==> src/rtl/fan_tach_meter.sv <==
// Fan tachometer speed meter: synchronise and glitch-filter tach_i, count rising edges per window.
// Optional stall detector is built only when the TACH_STALL_EN macro is defined.
module fan_tach_meter #(
  parameter int unsigned WINDOW_CYCLES = 1000000,
  parameter int unsigned CNT_W         = 16,
  parameter int unsigned FILT_LEN      = 4,
  parameter int unsigned STALL_WINDOWS = 3
) (
  input  logic             wb_clk_i,
  input  logic             wb_rst_ni,
  input  logic             tach_i,
  input  logic             enable_i,
  output logic [CNT_W-1:0] speed_o,
  output logic             speed_valid_o,
  output logic             ovf_o,
  output logic             stall_o
);

  localparam int unsigned WIN_W = $clog2(WINDOW_CYCLES);
  localparam int unsigned RUN_W = (FILT_LEN > 1) ? $clog2(FILT_LEN) : 1;

  localparam logic [WIN_W-1:0] WIN_LAST = WIN_W'(WINDOW_CYCLES - 1);
  localparam logic [RUN_W-1:0] RUN_LAST = RUN_W'(FILT_LEN - 1);
  localparam logic [CNT_W-1:0] CNT_MAX  = '1;

  typedef enum logic {
    IDLE    = 1'b0,
    MEASURE = 1'b1
  } mode_e;

  mode_e             mode;
  logic [1:0]        sync_q;
  logic              tach_sync;
  logic              filt_q;
  logic [RUN_W-1:0]  run_cnt;
  logic              filt_flip;
  logic              edge_now;
  logic [WIN_W-1:0]  win_cnt;
  logic              terminal;
  logic [CNT_W-1:0]  edge_cnt;
  logic              sat_q;
  logic [CNT_W-1:0]  cnt_next;
  logic              over_now;

  // Mode follows enable_i directly; there is no registered state machine.
  always_comb begin
    mode = enable_i ? MEASURE : IDLE;
  end

  // NOTE: sequential state uses non-blocking assignments so every flop samples pre-edge values.
  always_ff @(posedge wb_clk_i or negedge wb_rst_ni) begin
    if (!wb_rst_ni) begin
      sync_q <= '0;
    end else begin
      sync_q <= {sync_q[0], tach_i};
    end
  end

  assign tach_sync = sync_q[1];

  // The level flips on the FILT_LEN-th consecutive disagreeing sample; that same cycle is the edge.
  assign filt_flip = (tach_sync != filt_q) && (run_cnt == RUN_LAST);
  assign edge_now  = filt_flip && !filt_q;

  always_ff @(posedge wb_clk_i or negedge wb_rst_ni) begin
    if (!wb_rst_ni) begin
      filt_q  <= 1'b0;
      run_cnt <= '0;
    end else if (tach_sync == filt_q) begin
      run_cnt <= '0;
    end else if (filt_flip) begin
      filt_q  <= ~filt_q;
      run_cnt <= '0;
    end else begin
      run_cnt <= run_cnt + RUN_W'(1);
    end
  end

  assign terminal = (mode == MEASURE) && (win_cnt == WIN_LAST);

  // sat_q remembers an edge lost to saturation earlier in the window, so ovf reflects the true total.
  // NOTE: every combinational output gets a default first so no latch can be inferred.
  always_comb begin
    cnt_next = edge_cnt;
    over_now = sat_q;
    if (edge_now) begin
      if (edge_cnt == CNT_MAX) begin
        over_now = 1'b1;
      end else begin
        cnt_next = edge_cnt + CNT_W'(1);
      end
    end
  end

  always_ff @(posedge wb_clk_i or negedge wb_rst_ni) begin
    if (!wb_rst_ni) begin
      win_cnt       <= '0;
      edge_cnt      <= '0;
      sat_q         <= 1'b0;
      speed_o       <= '0;
      ovf_o         <= 1'b0;
      speed_valid_o <= 1'b0;
    end else if (mode == IDLE) begin
      win_cnt       <= '0;
      edge_cnt      <= '0;
      sat_q         <= 1'b0;
      speed_valid_o <= 1'b0;
    end else begin
      speed_valid_o <= terminal;
      if (terminal) begin
        win_cnt  <= '0;
        edge_cnt <= '0;
        sat_q    <= 1'b0;
        speed_o  <= cnt_next;
        ovf_o    <= over_now;
      end else begin
        win_cnt  <= win_cnt + WIN_W'(1);
        edge_cnt <= cnt_next;
        sat_q    <= over_now;
      end
    end
  end

`ifdef TACH_STALL_EN
  localparam int unsigned ST_W = $clog2(STALL_WINDOWS + 1);
  localparam logic [ST_W-1:0] ST_LIM  = ST_W'(STALL_WINDOWS);
  localparam logic [ST_W-1:0] ST_LAST = ST_W'(STALL_WINDOWS - 1);

  logic [ST_W-1:0] stall_cnt;

  // A closing window with nothing counted (and no overflow) extends the zero run.
  always_ff @(posedge wb_clk_i or negedge wb_rst_ni) begin
    if (!wb_rst_ni) begin
      stall_cnt <= '0;
      stall_o   <= 1'b0;
    end else if (terminal) begin
      if ((cnt_next == '0) && !over_now) begin
        if (stall_cnt != ST_LIM) begin
          stall_cnt <= stall_cnt + ST_W'(1);
        end
        if (stall_cnt >= ST_LAST) begin
          stall_o <= 1'b1;
        end
      end else begin
        stall_cnt <= '0;
        stall_o   <= 1'b0;
      end
    end
  end
`else
  assign stall_o = 1'b0;
`endif

endmodule
==> config.mk <==
export PLATFORM = sky130hd
export DESIGN_NAME = fan_tach_meter
export DESIGN_NICKNAME = d
export VERILOG_FILES = /design/src/rtl/fan_tach_meter.sv
export SDC_FILE = /design/constraint.sdc
export NUM_CORES = 1
export LEC_CHECK = 0
export ABC_CLOCK_PERIOD_IN_PS = 3000
export BUFFER_PORTS_ARGS = -buffer_cell sky130_fd_sc_hd__buf_4
export CORE_ASPECT_RATIO = 0.8
export CORE_MARGIN = 2
export CORE_UTILIZATION = 64
export CTS_CLUSTER_DIAMETER = 80
export DETAILED_ROUTE_END_ITERATION = 12
export PLACE_DENSITY = 0.89
export SLEW_MARGIN = 20
export SYNTH_ARGS = -nofsm -noshare
export SYNTH_HDL_FRONTEND = slang
export SYNTH_SLANG_ARGS = --single-unit
==> constraint.sdc <==
create_clock -name wb_clk_i -period 3 [get_ports wb_clk_i]
set_input_delay 0.3 -clock wb_clk_i [delete_from_list [all_inputs] [get_ports wb_clk_i]]
set_output_delay 0.3 -clock wb_clk_i [all_outputs]
set_load 0.01 [all_outputs]
# After elaboration in Yosys (flattened, before gate mapping)
# Index checks and enable logic that the tools add are counted.
# Widths: inputs -> output; s select.
[totals]
reg_bits = 60
word_cells = 39
[classes]
n_addsub = 3
eq_ne = 5
muxes = 14
bitwise = 2
reduce_logical = 6
[ops]
columns = ["op", "n"]
rows = [
  ["$mux 16", 4],
  ["$mux 20", 2],
  ["$add 20x1->20 const B", 1],
  ["$eq 20x20->1 const B", 1],
  ["$add 16x1->16 const B", 1],
  ["$eq 16x16->1 const B", 1],
  ["$mux 1", 6],
  ["$mux 2", 2],
  ["$reduce_and 2->1", 2],
  ["$logic_and 1x1->1", 3],
  ["$add 2x1->2 const B", 1],
  ["$eq 2x2->1 const B", 1],
  ["$not 1->1", 2],
  ["$eq 1x1->1", 1],
  ["$logic_not 1->1", 1],
  ["$ne 1x1->1", 1],
]

# Logic depth before layout (Yosys ltp)
# Gate-level depths: netlist of the first run.
[depth]
depth_word = 6
mapped_depth = 7
depth_no_buf = 6

# Least setup slack after synthesis of the first run
# OpenSTA, ideal clock, no wires.
[synth_timing]
kind = "register to register"
from = "register win_cnt[11]"
to = "register speed_o[6]"
arrival_time_ns = 1.828
required_ns = 2.875
setup_slack_ns = 1.047
stages_incl_launch_ff = 6
synth_period_minus_slack_ns = 1.953
path_cell_list = "dfrtp_1 -> or4_1 -> nor2_2 -> nand2_2 -> clkinv_4 -> mux2_2"
[synth_via]
elab_chain_cells = 3
[synth_rtl]
columns = ["element", "line", "source"]
rows = [
  ["start: declaration", "38", "logic [WIN_W-1:0] win_cnt;"],
  ["start signal: assignment", "117", "win_cnt <= win_cnt + WIN_W'(1);"],
  ["$eq 20x20->1", "79", "assign terminal = (mode == MEASURE) && (win_cnt == WIN_LAST);"],
  ["$logic_and 1x1->1", "79", ""],
  ["$reduce_and 2->1 (no source line)", "-", ""],
  ["end signal: assignment", "114", "speed_o <= cnt_next;"],
  ["end: declaration", "13", "output logic [CNT_W-1:0] speed_o,"],
]
# No other way between the ends.
# A chain may end at the register's enable or synchronous reset.

# Worst setup path in the final report of the first run
[layout_timing]
from = "register win_cnt[0]"
to = "register edge_cnt[4]"
[layout_via]
elab_chain_cells = 4
[layout_rtl]
columns = ["element", "line", "source"]
rows = [
  ["$eq 20x20->1", "79", ""],
  ["$logic_and 1x1->1", "79", ""],
  ["$mux 16", "110", "if (terminal) begin"],
  ["$mux 16", "103", "end else if (mode == IDLE) begin"],
  ["end signal: assignment", "118", "edge_cnt <= cnt_next;"],
  ["end: declaration", "40", "logic [CNT_W-1:0] edge_cnt;"],
]
# No other way between the ends.

==> results of run 1 <==
[cell families after synthesis]
group / count (synthesis) / synth area share (%)
buffers and inverters: 16 / 3.470
AND/OR/NAND/NOR: 115 / 23.74
other: 1 / 0.1284
multiplexers: 4 / 1.457
XOR/XNOR: 16 / 4.799
flip-flops: 60 / 51.41
adder cells (fa/ha/maj): 3 / 1.285
AO/OA/AOI/OAI: 66 / 13.71
[layout make-up]
cell class	instances	area share (%)
Clock buffer	10	4.077
Clock inverter	6	4.003
Inverter	6	0.8154
Multi-Input combinational cell	205	39.03
Sequential cell	60	44.48
Tap cell	57	2.113
Timing Repair Buffer	23	5.486
[through the flow]
stage	worst slack (ns)	utilization [%]	hold WS, ns	instance area (um^2)
floorplan	1.047	-	0.004409	2920
global placement	0.8024	72.45	0.3324	3103
detailed placement	0.7407	72.45	0.3418	3103
CTS	0.6549	78.82	0.04032	3376
global route	0.4189	78.82	0.03906	3376
finish	0.6344	78.82	0.02453	3376
[report_power, final]
part	internal, mW	leakage (nW)	switching (mW)
clock	0.658	0.129	0.316
combinational	0.0402	0.445	0.0498
sequential	0.833	0.827	0.0221
[registers in the layout, indices dropped and copies added (netlist names)]
name,count
edge_cnt,16
filt_q,1
ovf_o,1
run_cnt,2
sat_q,1
speed_o,16
speed_valid_o,1
sync_q,2
win_cnt,20
[worst max-delay path by stage]
| stage | from | end | slack, ns | cells past startpoint |
|---|---|---|---|---|
| finish | win_cnt[0] | edge_cnt[4] | 0.63 | 6 |
| global route | win_cnt[0] | edge_cnt[7] | 0.42 | 6 |
| floorplan | win_cnt[11] | speed_o[6] | 1.05 | 5 |
| global placement | win_cnt[11] | edge_cnt[4] | 0.80 | 5 |
| detailed placement | win_cnt[0] | edge_cnt[7] | 0.74 | 6 |
| CTS | win_cnt[0] | edge_cnt[7] | 0.65 | 6 |
[layer usage]
layer | vias to the layer above | part of all wire (%) | GRT usage (%)
met4 | 0 | 2.5 | 12.28
met5 | - | 0 | 0
met3 | 21 | 11 | 11.42
met1 | 1177 | 40 | 40.65
li1 | 1110 | - | -
met2 | 137 | 46 | 42.33
[cell usage in the layout, fill, tap and decap left out, drive strengths merged, types with 2 or more instances in the layout]
cell type	n
nand4b	7
inv	5
or3	8
and2	4
dfrtp	60
o31ai	10
a21oi	24
o21ai	19
nor4	9
nand4	10
a41oi	2
bufinv	4
and3	3
mux2i	2
nor3	11
ha	3
nor2b	2
mux2	2
a31oi	8
or2	2
nand3b	2
xnor2	13
and4	3
or4	3
clkinvlp	2
nand2	10
nor2	25
nand3	11
buf	23
clkbuf	10
xor2	3
==> results.md, run 1 <==
Outcome:
- The run finished with clean final reports.

Floorplanning:
- From bottom edge to top edge, the die measures 64.42 um.
- The core region is roughly 4300 um^2.
- The I/O pin total is 23.
- The number of standard-cell rows in the floorplan is 21.
- The floorplan step defined a die boundary enclosing 5123 um^2.
- The x dimension of the die is 79.52 um.
- The effective utilization at floorplan is about two thirds.

Min path:
- The path class of the tightest hold or removal check is in2async.

Routing:
- The total wirelength of the detailed-routed design is 6686 um.
- The routed layout has 2445 vias.
- The wire length per cell is between 15 and 20 um.
- The number of iterations in the first detailed-routing pass is 5.
- The DRC violation count after routing is 0.
- After the first detailed-routing iteration, the DRC count stood at 307.
- The detail route stage leaves a number of antenna-violating nets equal to 0.
- Using the TritonRoute via totals, the vias-per-cell ratio works out to 6.662.

Power:
- IR analysis of the VDD net gives a maximum drop of 0.4774 mV.
- Summing internal, switching and leakage power gives 1.918 mW.
- In this run the power density over the cells is 568.3 nW/um^2.
- In this run the static leakage power is 1.401 nW.

Logic synthesis:
- The share of synthesized area occupied by flip-flops and latches is 51.41%.
- The synthesized netlist occupies a cell area of 2920 um^2.
- Yosys mapped the design onto between 50 and 60 distinct sky130hd cell types.
- In the synthesized netlist the dominant register cell turns out to be dfrtp_1.
- In the synthesized netlist, the cells that appear most often are dfrtp_1 (60), nor2_1 (24), a21oi_1 (23).
- The biggest area contributor in the post-synthesis netlist is dfrtp_1.
- The library cell with the highest instance count after synthesis is dfrtp_1.
- The proportion of synthesized flip-flops having asynchronous set or reset is 100.0%.
- Synthesis handed over a netlist of 281 instances.
- Synthesis inferred 60 register bits.
- The yosys synthesis warning count is 0.
- Averaged over all synthesized cells, the footprint is 10.39 um^2.
- The net count after synthesis is 288.
- By area the synthesized netlist is led by dfrtp_1 (51%), a21oi_1 (3.9%), xnor2_1 (3.9%).
- The synthesized design devotes to its leading area cell type 51.41% of total area.
- The synthesized design contains 0 enable-type register cells.

Setup path:
- Along the worst path, the maximum fanout reaches 21.
- For flop-to-flop paths, the worst setup slack is roughly 0.63 ns.
- The terminus of the critical flop-to-flop path is edge_cnt[4].
- In this run the critical register-to-register path is launched from win_cnt[0].
- The number of buffers and inverters on the critical path is 1.
- By startpoint and endpoint, the worst setup path is classified as reg2reg.
- Measured in cells, the most critical reg-to-reg path has a length of 6.
- The worst setup path is captured at a flip-flop.
- The cell family contributing the most delay on the critical path is simple AND/OR/NAND/NOR gates.
- On the critical path, the stage with the largest delay is an instance of o21ai_4.
- Walking the worst path, the cells encountered are ha_1 -> nand3_1 -> nand4b_1 -> o21ai_4 -> buf_12 -> nor3_1.
- The largest incremental delay on the critical path is 0.55 ns.
- The arrival time of the worst setup path is about 2.6 ns.
- The kind of start point of the critical path is a flip-flop.
- Data on the critical path is required at its endpoint by 3.21 ns.

Job:
- The number of violations of the max-capacitance limit is 0.

STA:
- Summed over all failing endpoints, the final setup total negative slack is 0 ns.
- The worst path in the final design needs a cycle of 2.366 ns, including I/O delays and setup.
- Setup repair after global routing left no endpoint under its margin.
- The worst max-slew margin expressed relative to the limit is 50.84%.
- The largest clock skew in the final design is 0.006454 ns.
- Setup violations remaining at the end of the flow were counted as 0.
- Dividing the final minimum period by the clock period gives 78.85%.
- The final-report hold violation count is 0.
- Static timing analysis puts the maximum clock frequency at 0.4227 GHz.
- At the pin with the least slew margin, the transition time is 0.7374 ns.
- The final-report max-slew violation count was 0.

Layout:
- The number of antenna diodes in the final layout is 0.
- The number of nets in the finished design is ~310.
- The share of cells above drive strength 1 is 17.10%.
- Summing all multi-input logic gate instances after layout gives around 1300 um^2.
- The sequential standard cell area is roughly 1500 um^2.
- Relative to the synthesized area, the layout overhead comes to 15.60%.
- The final non-filler cell total is 367.
- The filler cells instantiated in the layout total 264.

Clock network:
- The CTS root buffer is clkbuf_8.
- Once the clock tree was built, the resizer swapped 0 gates to a different size.
- TritonCTS built the clock tree.
- The H-tree generated during clock tree synthesis spans 3 levels.
- The post-CTS setup-driven buffer insertion count is 0.
- The clock reaches the later pin of the worst-skew pair after 0.34 ns.
- The clock input transition at the sequential cells of the worst setup and hold paths is ~0.060 ns.
- The TritonCTS sink count is 60.
- For this design, the CTS-stage hold fixing added 0 buffers.
- Buffers inserted during clock tree synthesis total 9.
- The clock passes through at most 2 buffers.

Global route:
- The initial antenna violation count is 0.
- The wire length of the first global-routing pass is 11320 um.
- The via count of the first global-routing pass is 2303.
- The pin count of the biggest net entering global routing is 61.
- For this run, the total global-route usage over all layers was measured as 29.60%.
- Global routing finished with a remaining overflow of 0.

Placed design:
- The global placer's final weighted congestion is 0.8425.
- The number of buffers inserted by port buffering is 21.
- The number of cells after detailed placement is roughly 350.
- The wire-length estimate of the detail-placed layout is approximately 4100 um.
No activity file was read; power rests on OpenSTA's default activity.
==> run 2: changes to the inputs <==
--- a/config.mk
+++ b/config.mk
@@ -5,14 +5,14 @@
 export SDC_FILE = /design/constraint.sdc
 export NUM_CORES = 1
 export LEC_CHECK = 0
-export ABC_CLOCK_PERIOD_IN_PS = 3000
+export ABC_CLOCK_PERIOD_IN_PS = 2400
 export BUFFER_PORTS_ARGS = -buffer_cell sky130_fd_sc_hd__buf_4
 export CORE_ASPECT_RATIO = 0.8
 export CORE_MARGIN = 2
-export CORE_UTILIZATION = 64
+export CORE_UTILIZATION = 59
 export CTS_CLUSTER_DIAMETER = 80
 export DETAILED_ROUTE_END_ITERATION = 12
-export PLACE_DENSITY = 0.89
+export PLACE_DENSITY = 0.84
 export SLEW_MARGIN = 20
 export SYNTH_ARGS = -nofsm -noshare
 export SYNTH_HDL_FRONTEND = slang
==> constraint.sdc (replaced) <==
create_clock -name wb_clk_i -period 2.4 [get_ports wb_clk_i]
set_input_delay 0.24 -clock wb_clk_i [delete_from_list [all_inputs] [get_ports wb_clk_i]]
set_output_delay 0.24 -clock wb_clk_i [all_outputs]
set_load 0.01 [all_outputs]
==> run 2 against run 1 <==
Net effect: flip-flop and latch count stayed put; sequential share of layout area is 0.84 points higher; maximum frequency rose by 17%; first-iteration DRC count fell by 21%; cell count is 2.2% higher; via count decreased by 4.1%; critical path type unchanged; critical endpoint unchanged.
==> results.md, run 2 (synthesis results as in run 1) <==
Setup path:
- The maximum fanout count along the critical path is 17 (-19%).
- In this run the worst setup path begins at win_cnt[11].
- The worst-case register-to-register setup slack came to 0.38 ns (-0.26 ns).
- The startpoint of the lowest-slack register-to-register path is win_cnt[11].
- The arrival time of the worst setup path was 2.24 ns (-0.34 ns).
- The class of the most critical setup path is reg2reg.
- The kind of start point of the critical path is a flip-flop.
- The data required time at the worst endpoint is 2.62 ns (-0.59 ns).
- STA classifies the critical path endpoint as a flip-flop.

Floorplanning:
- The I/O pin total is 23 (unchanged).
- The total core area is 4679 um^2 (+9.3%).
- The effective utilization at floorplan is 62.41% (-5.8 points).
- The x dimension of the die is 82.66 um (+3.9%).
- The y dimension of the die is 66.93 um (+3.9%).
- The die area is 5532 um^2 (+8.0%).
- The number of standard-cell rows in the floorplan was 22 (+4.8%).

Global route:
- The global-route usage over all layers is 26.42% (-3.2 points).
- The via count of the first global-routing pass is 2262 (-1.8%).
- The initial antenna violation count is 0 (unchanged).
- The sum of overflow across all layers after global routing is 0 (unchanged).
- The pin count of the biggest net entering global routing is 61 (unchanged).
- The wire length of the first global-routing pass was 10620 um (-6.2%).

STA:
- The portion of the clock cycle consumed by the worst path in the final layout is 84.25% (+5.4 points).
- The final-report max-slew violation count came to 0 (unchanged).
- The least setup slack across all paths after layout is 0.3779 ns (-0.2565 ns).
- The time the final worst path needs with I/O delays and setup is 2.022 ns (-0.3435 ns).
- The largest clock skew in the final design is 0.009320 ns (+0.002866 ns).
- The worst max-slew margin expressed relative to the limit is 50.89% (+0.057 points).
- The final-report hold violation count came to 0 (unchanged).
- The total negative slack is 0 ns (unchanged).
- The timing-limited maximum frequency came to 0.4945 GHz (+17%).
- Setup repair after global routing left no endpoint under its margin.
- The actual transition at the worst max-transition pin was 0.7366 ns (-0.0008470 ns).
- The count of final setup violators is 0 (unchanged).

Clock network:
- TritonCTS built the clock tree.
- The maximum buffer depth of the clock tree is 2 (unchanged).
- The number of buffers created by CTS is 9 (unchanged).
- The number of H-tree levels is 3 (unchanged).
- The TritonCTS sink count was 60 (unchanged).
- The later-pin clock latency in the skew report was 0.35 ns (about the same).
- The clock input transition at the sequential cells of the worst setup and hold paths was 0.06 ns (about the same).
- The CTS root buffer is clkbuf_8.
- The post-CTS setup-driven buffer insertion count is 0 (unchanged).

Placed design:
- The post-detailed-placement cell area was 3124 um^2 (+0.69%).
- The number of cells after detailed placement was 358 (+2.0%).
- The number of buffers inserted by port buffering is 21 (unchanged).
- The placed wire-length estimate is 4324 um (+4.7%).
- The placement-stage worst setup slack came to 0.4095 ns (-0.3312 ns).
- The global placer's final weighted congestion is 0.8905 (+5.7%).

Power:
- The leakage component of the power is 1.384 nW (-1.2%).
- The maximum vdd ir drop is 0.4020 mV (-16%).
- The power density over the cells is 593.3 nW/um^2 (+4.4%).

Min path:
- The path category of the worst min-delay check is in2reg.
- The startpoint identified for the worst hold timing path is enable_i.

Layout:
- The register with the most flip-flops in the final layout is win_cnt.
- The top cell types in the final layout, fill and taps aside, are dfrtp_1 (60), buf_4 (27), nor2_1 (24), a21oi_1 (23), o21ai_0 (18).
- The final non-filler cell total came to 375 (+2.2%).
- The area of all placed cells without fillers is 3313 um^2 (-1.9%).
- The number of nets in the finished design came to 318 (+1.9%).
- The most common cell after layout, fill and taps aside is dfrtp_1.
- The number of antenna diodes is 0 (unchanged).
- The post-route core utilization is 70.80% (-8.0 points).
- The largest registers in the layout are win_cnt: 20 flops, edge_cnt: 16 flops, speed_o: 16 flops.
- The number of flip-flops in the largest register came to 20 (unchanged).
- Relative to the synthesized area, the layout overhead comes to 13.45%.
- The share of cells above drive strength 1 is 17.14% (+0.046 points).

Routing:
- The via count normalized by instance count is 6.253 (-6.1%).
- The DRC violation count after routing is 0 (unchanged).
- The vias after detailed routing is 2345 (-4.1%).
- The number of iterations in the first detailed-routing pass is 4 (-1).
- The total wirelength of the detailed-routed design was 6232 um (-6.8%).
- The remaining antenna violation count is 0 (unchanged).
- The DRC marker count from the first detailed-route iteration is 241 (-21%).
- The wire length per cell came to 16.62 um (-8.8%).

Outcome:
- The run finished with clean final reports.

Job:
- The number of violations of the max-capacitance limit is 0 (unchanged).
[run 2: power breakdown]
group	switching, mW	internal (mW)
logic	0.0621	0.0531
registers	0.0269	1.04
clock network	0.361	0.422
[run 2: routing by layer]
metal | global-route usage [%] | part of all wire [%] | vias up | wire length [um]
li1 | - | - | 1113 | -
met1 | 37.54 | 47 | 1135 | 2956
met2 | 36.49 | 43 | 79 | 2701
met3 | 8.808 | 6.4 | 18 | 396
met4 | 11.68 | 2.8 | 0 | 177
met5 | 0 | 0 | - | 0
[run 2: worst max-delay path, stage by stage (launching register included)]
cell and delay (ns):
dfrtp_1 0.45, or4_1 0.58, or2_1 0.37, o21ai_4 0.16
buf_4 0.25, nor3_1 0.08
[run 2: final timing paths]
path                          endpoint  cells past startpoint
min in group asynchronous  win_cnt[16]                      2
max reg2reg                edge_cnt[4]                      5
min reg2reg                  sync_q[1]                      0
min                         win_cnt[2]                      2
max in group asynchronous    sync_q[0]                      2
max                        edge_cnt[4]                      5
[run 2: layout make-up]
type                    count  area [um^2]
fillers                   352         1366
flip-flops and latches     60         1501
well taps                  60        75.07
clock buffers              13        158.9
repair buffers             29        222.7
clock inverters             2        10.01
inverters                   6        27.53
multi-input cells         205         1318
[run 2: metrics by stage]
step	hold WS (ns)	total power [mW]
finish	0.1775	1.966
detailed placement	0.3403	1.200
global route	0.1725	2.049
global placement	0.3317	1.194
CTS	0.1680	1.980
floorplan	-0.05559	1.157
[run 2: timing repair]
item / 4_1_cts / 5_1_grt
hold endpoints to repair: 61 / 0
gates resized for setup: 0 / 0
hold buffers: 2 / 0
